[config.mk]
export PLATFORM = sky130hd
export DESIGN_NAME = alu_pipe
export DESIGN_NICKNAME = d
export VERILOG_FILES = /design/src/rtl/alu_pipe.sv
export SDC_FILE = /design/constraint.sdc
export NUM_CORES = 1
export LEC_CHECK = 0
export CAP_MARGIN = 20
export CELL_PAD_IN_SITES_DETAIL_PLACEMENT = 1
export CELL_PAD_IN_SITES_GLOBAL_PLACEMENT = 1
export CORE_ASPECT_RATIO = 1.75
export CORE_MARGIN = 10
export CORE_UTILIZATION = 47
export DETAILED_ROUTE_END_ITERATION = 6
export PLACE_DENSITY_LB_ADDON = 0.05
export SYNTH_ARGS = -nofsm -noshare
export SYNTH_HDL_FRONTEND = slang
export SYNTH_SLANG_ARGS = --single-unit
[constraint.sdc]
create_clock -name clk -period 4.78 [get_ports clk]
set_input_delay 0.717 -clock clk [delete_from_list [all_inputs] [get_ports clk]]
set_output_delay 0.717 -clock clk [all_outputs]
set_load 0.02 [all_outputs]
[src/rtl/alu_pipe.sv]
// alu_pipe: registered ALU with valid/ready handshakes, one-entry output
// register, {Z,N,C,V} flags, persistent carry for ADC and an iterative
// shift-add unsigned multiplier (one multiplier bit per clock).
module alu_pipe #(
  parameter int unsigned WIDTH = 16
) (
  input  logic             clk,
  input  logic             rst_n,
  input  logic             in_valid,
  output logic             in_ready,
  input  logic [WIDTH-1:0] in1,
  input  logic [WIDTH-1:0] in2,
  input  logic [3:0]       alu_sel,
  output logic             out_valid,
  input  logic             out_ready,
  output logic [WIDTH-1:0] alu_out,
  output logic [3:0]       flags
);

  localparam int unsigned SHW = $clog2(WIDTH);
  localparam int unsigned PW  = 2 * WIDTH;

  localparam logic [3:0] OP_ADD  = 4'd0;
  localparam logic [3:0] OP_SUB  = 4'd1;
  localparam logic [3:0] OP_AND  = 4'd2;
  localparam logic [3:0] OP_OR   = 4'd3;
  localparam logic [3:0] OP_XOR  = 4'd4;
  localparam logic [3:0] OP_FLIP = 4'd5;
  localparam logic [3:0] OP_LSR  = 4'd6;
  localparam logic [3:0] OP_LSL  = 4'd7;
  localparam logic [3:0] OP_ADC  = 4'd8;
  localparam logic [3:0] OP_MUL  = 4'd9;

  logic             r_c;
  logic             r_busy;
  logic [PW-1:0]    r_mcand;
  logic [WIDTH-1:0] r_mplier;
  logic [PW-1:0]    r_acc;
  logic [SHW-1:0]   r_cnt;

  logic             w_accept;
  logic             w_is_mul;
  logic             w_cin;
  logic [SHW-1:0]   w_shamt;
  logic [WIDTH:0]   w_add;
  logic [WIDTH:0]   w_sub;
  logic [WIDTH-1:0] w_res;
  logic             w_c;
  logic             w_v;
  logic [PW-1:0]    w_acc_nxt;
  logic             w_mul_done;
  logic [WIDTH-1:0] w_prod_lo;

  assign in_ready   = !r_busy && (!out_valid || out_ready);
  assign w_accept   = in_valid && in_ready;
  assign w_is_mul   = (alu_sel == OP_MUL);
  assign w_cin      = (alu_sel == OP_ADC) & r_c;
  assign w_shamt    = in2[SHW-1:0];
  assign w_add      = {1'b0, in1} + {1'b0, in2} + {{WIDTH{1'b0}}, w_cin};
  assign w_sub      = {1'b0, in1} - {1'b0, in2};
  assign w_acc_nxt  = r_acc + (r_mplier[0] ? r_mcand : {PW{1'b0}});
  assign w_mul_done = r_busy && (r_cnt == SHW'(WIDTH - 1));
  assign w_prod_lo  = w_acc_nxt[WIDTH-1:0];

  // Single-cycle result and C/V for opcodes 0-8; MUL and 10-15 give zero
  always_comb begin
    w_res = '0;
    w_c   = 1'b0;
    w_v   = 1'b0;
    case (alu_sel)
      OP_ADD, OP_ADC: begin
        w_res = w_add[WIDTH-1:0];
        w_c   = w_add[WIDTH];
        w_v   = (in1[WIDTH-1] == in2[WIDTH-1]) && (w_add[WIDTH-1] != in1[WIDTH-1]);
      end
      OP_SUB: begin
        w_res = w_sub[WIDTH-1:0];
        w_c   = w_sub[WIDTH];
        w_v   = (in1[WIDTH-1] != in2[WIDTH-1]) && (w_sub[WIDTH-1] != in1[WIDTH-1]);
      end
      OP_AND:  w_res = in1 & in2;
      OP_OR:   w_res = in1 | in2;
      OP_XOR:  w_res = in1 ^ in2;
      OP_FLIP: w_res = in1 ^ (WIDTH'(1) << w_shamt);
      OP_LSR:  w_res = in1 >> w_shamt;
      OP_LSL:  w_res = in1 << w_shamt;
      default: w_res = '0;
    endcase
  end

  // Output register, flags and carry register; loads on single-cycle accept or MUL completion
  always_ff @(posedge clk or negedge rst_n) begin
    if (!rst_n) begin
      out_valid <= 1'b0;
      alu_out   <= '0;
      flags     <= '0;
      r_c       <= 1'b0;
    end else if (w_mul_done) begin
      out_valid <= 1'b1;
      alu_out   <= w_prod_lo;
      flags     <= {(w_prod_lo == '0), w_prod_lo[WIDTH-1], 1'b0, |w_acc_nxt[PW-1:WIDTH]};
      r_c       <= 1'b0;
    end else if (w_accept && !w_is_mul) begin
      out_valid <= 1'b1;
      alu_out   <= w_res;
      flags     <= {(w_res == '0), w_res[WIDTH-1], w_c, w_v};
      r_c       <= w_c;
    end else if (out_valid && out_ready) begin
      out_valid <= 1'b0;
    end
  end

  // Iterative shift-add multiplier: WIDTH steps, last step writes the output register
  always_ff @(posedge clk or negedge rst_n) begin
    if (!rst_n) begin
      r_busy   <= 1'b0;
      r_mcand  <= '0;
      r_mplier <= '0;
      r_acc    <= '0;
      r_cnt    <= '0;
    end else if (w_accept && w_is_mul) begin
      r_busy   <= 1'b1;
      r_mcand  <= {{WIDTH{1'b0}}, in1};
      r_mplier <= in2;
      r_acc    <= '0;
      r_cnt    <= '0;
    end else if (r_busy) begin
      r_acc    <= w_acc_nxt;
      r_mcand  <= r_mcand << 1;
      r_mplier <= r_mplier >> 1;
      r_cnt    <= r_cnt + SHW'(1);
      if (w_mul_done) begin
        r_busy <= 1'b0;
      end
    end
  end

endmodule

Word-level counts from Yosys, hierarchy flattened
Index checks and enable logic that the tools add are counted.
{ "word_totals": {"elab_cells": 80, "regBits": 107, "out_inout_bits": 22, "inputBits": 40} }
{ "classes": {"add_sub_neg": 5, "n_mux": 24, "shift": 3, "n_reduce_logical": 20, "eq_ne": 14, "n_bitwise": 5} }
{ "ops": {"columns": ["operator", "count"], "rows": [
  ["$mux 32", 5],
  ["$pmux 16 s8", 1],
  ["$mux 16", 4],
  ["$add 32x32->32", 1],
  ["$logic_not 16->1", 2],
  ["$xor 16x16->16", 2],
  ["$add 16x16->17", 1],
  ["$add 17x1->17", 1],
  ["$sub 16x16->17", 1],
  ["$and 16x16->16", 1],
  ["$eq 4x3->1 const B", 4],
  ["$mux 4", 4],
  ["$or 16x16->16", 1],
  ["$reduce_or 16->1", 1],
  ["$shl 1x4->16 const A", 1],
  ["$shl 16x4->16", 1],
  ["$shr 16x4->16", 1],
  ["$eq 4x4->1 const B", 3],
  ["$eq 4x2->1 const B", 2],
  ["$logic_and 1x1->1", 8],
  ["$mux 1", 8],
  ["$add 4x1->4 const B", 1],
  ["$eq 4x1->1 const B", 1],
  ["$logic_not 4->1", 1],
  ["other kinds (9)", 15]
]} }

Logic depth before layout (Yosys ltp)
{ "logic_depth": {"depth_word": 8, "ltp_mapped": 16, "mapped_depth_nobuf": 14} }

Least setup slack after synthesis
Ideal clock, no wire load.
{ "synth_path": {"kind": "input-to-reg", "start": "input port alu_sel[1]", "end": "register flags[3]", "cell_stages": 14, "slack_ps": 637, "t_arrival_ps": 4067, "required_ps": 4704, "path_cell_list": "clkbuf_1 nor3_1 clkbuf_1 nand3_1 fa_1 fa_1 o22ai_1 a221o_1 a2111oi_0 nor3b_1 nand4_1 nor4_1 nand3_1 o21ai_1"} }
{ "synth_via": {"elab_chain_cells": 7} }
{ "synth_lines": {"columns": ["item", "line", "source"], "rows": [
  ["start: declaration", "13", "input logic [3:0] alu_sel,"],
  ["$eq 4x4->1", "57, 70", null],
  ["$and 1x1->1", "57", "assign w_cin = (alu_sel == OP_ADC) & r_c;"],
  ["$add 17x1->17", "59", "assign w_add = {1'b0, in1} + {1'b0, in2} + {{WIDTH{1'b0}}, w_cin};"],
  ["$pmux 16 s8", "70", "case (alu_sel)"],
  ["$logic_not 16->1", "106", "flags <= {(w_res == '0), w_res[WIDTH-1], w_c, w_v};"],
  ["$mux 4", "103", "end else if (w_accept && !w_is_mul) begin"],
  ["$mux 4", "98", "end else if (w_mul_done) begin"],
  ["end signal: assignment", "101", "flags <= {(w_prod_lo == '0), w_prod_lo[WIDTH-1], 1'b0, |w_acc_nxt[PW-1:WIDTH]};"],
  ["end signal: assignment", "106", null],
  ["end: declaration", "17", "output logic [3:0] flags"]
]} }
Several ways; a longest one is shown, not always the timed one. The select of a mux whose other input is x is not followed.
A chain may end at the register's enable or synchronous reset.

Worst setup path after layout
Same ends and word-level chain as after synthesis.

==> impl_metrics.yaml <==
run_status:
  status: "completed"
route:
  wl_microns: 46170
  wl_per_cell_microns: 26.97
  num_vias: 11250
  drt_iter0_drc: 867
  viasPerCell: 6.570
  drc: 0
  drtAntennaViolNets: 0
  drt-pass1-iter-count: 5
clocking:
  holdBufCountCts: 0
  clock_sinks: 105
  cts_max_level: 3
  cts_buffers: 9
  worstSkewPairLatency_ns: 0.36
  cts_root_buf: "clkbuf_16"
  cts_tree: "yes"
  clk_pin_slew_ns: 0.07
  clk_path_buf_depth: 2
  cts_resized: 0
  cts_setup_buffers: 0
layout:
  drive_above_1_share: 0.1098
  syn2layout_area_growth_pct: 13.66
  antenna_cells: 0
  stdcell_area_sq_um: 12270
  fin_util: 0.5418
  nets: 1532
global_route:
  grt_overflow: 0
  track_usage: 0.3108
  antenna_found_initial: 0
  grt_max_degree: 78
  grt_pass1_vias: 12150
  grt_pass1_wl_microns: 70800
yosys:
  synthAdderAreaFrac: 0.1013
  synth_area_leaders: "dfrtp_1, ha_1, nand2_1"
  muxShareOfSynthArea: 0.08274
  synth_top_family_by_area: "compound AO/OA/AOI/OAI gates"
  syn_area_sq_um: 10800
  syn_inst: 1358
  yosysTopAreaCell: "dfrtp_1"
  ys.flop_type: "dfrtp_1"
  syn-num-nets: 1483
  synth_xor_area_frac: 0.03894
  synth_compound_area_frac: 0.2500
  synth_edf_count: 0
  ys_ff_latch: 105
  yosysMostFrequentCell: "nand2_1"
  ys_types: 84
  synth-simple-area-share: 0.2217
  seq_area_frac_synth: 0.2434
  synthTopCellsByCount: "nand2_1, dfrtp_1, nor2_1"
  yosysTopAreaCellShare: 0.2434
  async_flop_share: 1.000
  synth_warnings: 0
  avgSynthCellArea_sq_um: 7.950
sta:
  hold_viol: 0
  skew_ns: 0.006883
  worst_pin_slew_ns: 0.8422
  finalSetupTns_ns: 0
  rsz0062_at_grt: "false"
  max_freq_ghz: 0.2329
  setup_viol_count_final: 0
  fin_crit_ns: 4.294
  maxSlewViolCount: 0
  slew_headroom: 0.4386
  fin_crit_sh: 0.8984
worst_setup_path:
  worst-path-buf-inv: 2
  crit_required_ns: 5.07
  crit_path_cell_trace: "clkdlybuf4s50_1 > nor3_1 > nand3_1 > fa_1 > fa_1 > o22ai_1 > a221o_1 > a2111oi_0 > buf_4 > nor3b_1 > nand4_1 > nor4_1 > nand3_1 > o21ai_1"
  worst_path_max_delay_cell: "a2111oi_0"
  critPathKind: "input port to register"
  start_kind: "input port"
  end_kind: "register"
  crit_family: "simple AND/OR/NAND/NOR gates"
  cpPeakStageDelay_ns: 0.52
  critPathArrivalTime_ns: 4.58
  critPathMaxFanout: 2
die:
  rows: 73
  initial_core_util: 0.4766
  pin_count: 62
  dieArea_sq_um: 29670
  coreArea_sq_um: 22650
  dieWidth_microns: 134.6
  die_h_microns: 220.5
placement:
  dp_hpwl_microns: 36380
  place.gp.congestion: 1.030
  placed_area_sq_um: 11940
  port_buffers: 61
power:
  power_density_nw_per_um2: 386.9
  p_leak_nw: 5.578
  peakVddDrop_uv: 181.5
flow_run:
  maxCapViolations: 0
worst_hold_path:
  hold_class: "input port to async pin"
[area by class of cell]
cell class / instances / area (sq um)
Clock inverter: 7 / 102.6
Timing Repair Buffer: 141 / 1211
Inverter: 58 / 217.7
Tap cell: 300 / 375.4
Multi-Input combinational cell: 1092 / 7508
Sequential cell: 105 / 2631
Clock buffer: 9 / 225.2
Fill cell: 2872 / 10380
[worst paths after layout]
| path | start | endpoint | slack [ns] | cells past startpoint |
|---|---|---|---|---|
| worst max-delay path | alu_sel[1] | flags[3] | 0.49 | 14 |
| worst min-delay path | rst_n | alu_out[13] | 0.44 | 1 |
| worst max register to register | r_mplier[0] | flags[0] | 0.70 | 13 |
| worst min register to register | r_mplier[3] | r_mplier[3] | 0.48 | 2 |
| max in group asynchronous | rst_n | r_mcand[5] | 3.37 | 2 |
| min in group clk | r_mplier[3] | r_mplier[3] | 0.48 | 2 |
[cell usage in the layout, fill, tap and decap left out, drive strengths merged, types with 6 or more instances in the layout]
| master | instances |
|---|---|
| a2111oi | 6 |
| a22o | 11 |
| nand2 | 206 |
| o211ai | 15 |
| nor4 | 17 |
| nand3 | 16 |
| o21a | 6 |
| a221oi | 9 |
| o21bai | 6 |
| a22oi | 39 |
| mux2i | 33 |
| nor3 | 31 |
| a211oi | 29 |
| a31oi | 7 |
| inv | 57 |
| a211o | 7 |
| mux2 | 14 |
| a21o | 22 |
| o22ai | 9 |
| nand2b | 12 |
| o221ai | 6 |
| ha | 81 |
| clkdlybuf4s50 | 58 |
| nor2b | 8 |
| buf | 83 |
| or3 | 10 |
| xnor2 | 35 |
| and3 | 12 |
| nor2 | 98 |
| or4 | 6 |
| o31ai | 8 |
| clkbuf | 9 |
| o21ai | 90 |
| nand4 | 14 |
| xor2 | 13 |
| mux4 | 18 |
| dfrtp | 105 |
| and2 | 37 |
| a21oi | 80 |
[report_power, final]
part	switching [mW]	leakage, nW	total [mW]	internal, mW
logic	1.43	4.04	2.33	0.904
clock network	0.360	0.156	0.824	0.464
registers	0.367	1.38	1.59	1.23
total	2.15	5.58	4.75	2.59
[kinds of logic after synthesis]
kind of cell    count (synthesis)
simple gates                  499
compound gates                395
buf+inv                       161
flops                         105
fa+ha+maj                      85
mux                            65
xor+xnor                       48
[layer usage]
metal	vias up	global-route usage	part of all wire
met5	-	0	0
met1	5640	0.3015	0.34
met3	173	0.03542	0.037
li1	5033	-	-
met4	0	0.2458	0.085
met2	401	0.5817	0.53
[state kept, by name, summed over array words and instances, names as in the netlist]
register / count
out_valid: 1
r_busy: 1
flags: 4
r_acc: 32
r_mcand: 32
alu_out: 15
r_cnt: 4
r_mplier: 16
[through the flow]
step	power, mW	hold slack (ns)	std cells	worst slack [ns]
after floorplan	2.960	0.4214	1358	0.6370
after global placement	3.817	0.4600	1696	0.2401
after detailed placement	3.896	0.4637	1696	0.1289
after CTS	4.736	0.4619	1712	0.5026
after global routing	5.037	0.5091	1712	0.1927
final	4.748	0.4394	1712	0.4859
[worst reg2reg max path, cell delays in order, from the launching register on]
cell and delay, ns:
dfrtp_1 0.59, and2_1 0.26, ha_1 0.48, o211ai_2 0.20, a2111oi_4 0.38, a22oi_2 0.12, buf_4 0.17, o21ai_1 0.29
a21oi_2 0.11, xnor2_1 0.19, or4_1 0.49, or4_1 0.45, nor4_2 0.16, a21oi_1 0.10
No activity file was read; power rests on OpenSTA's default activity.
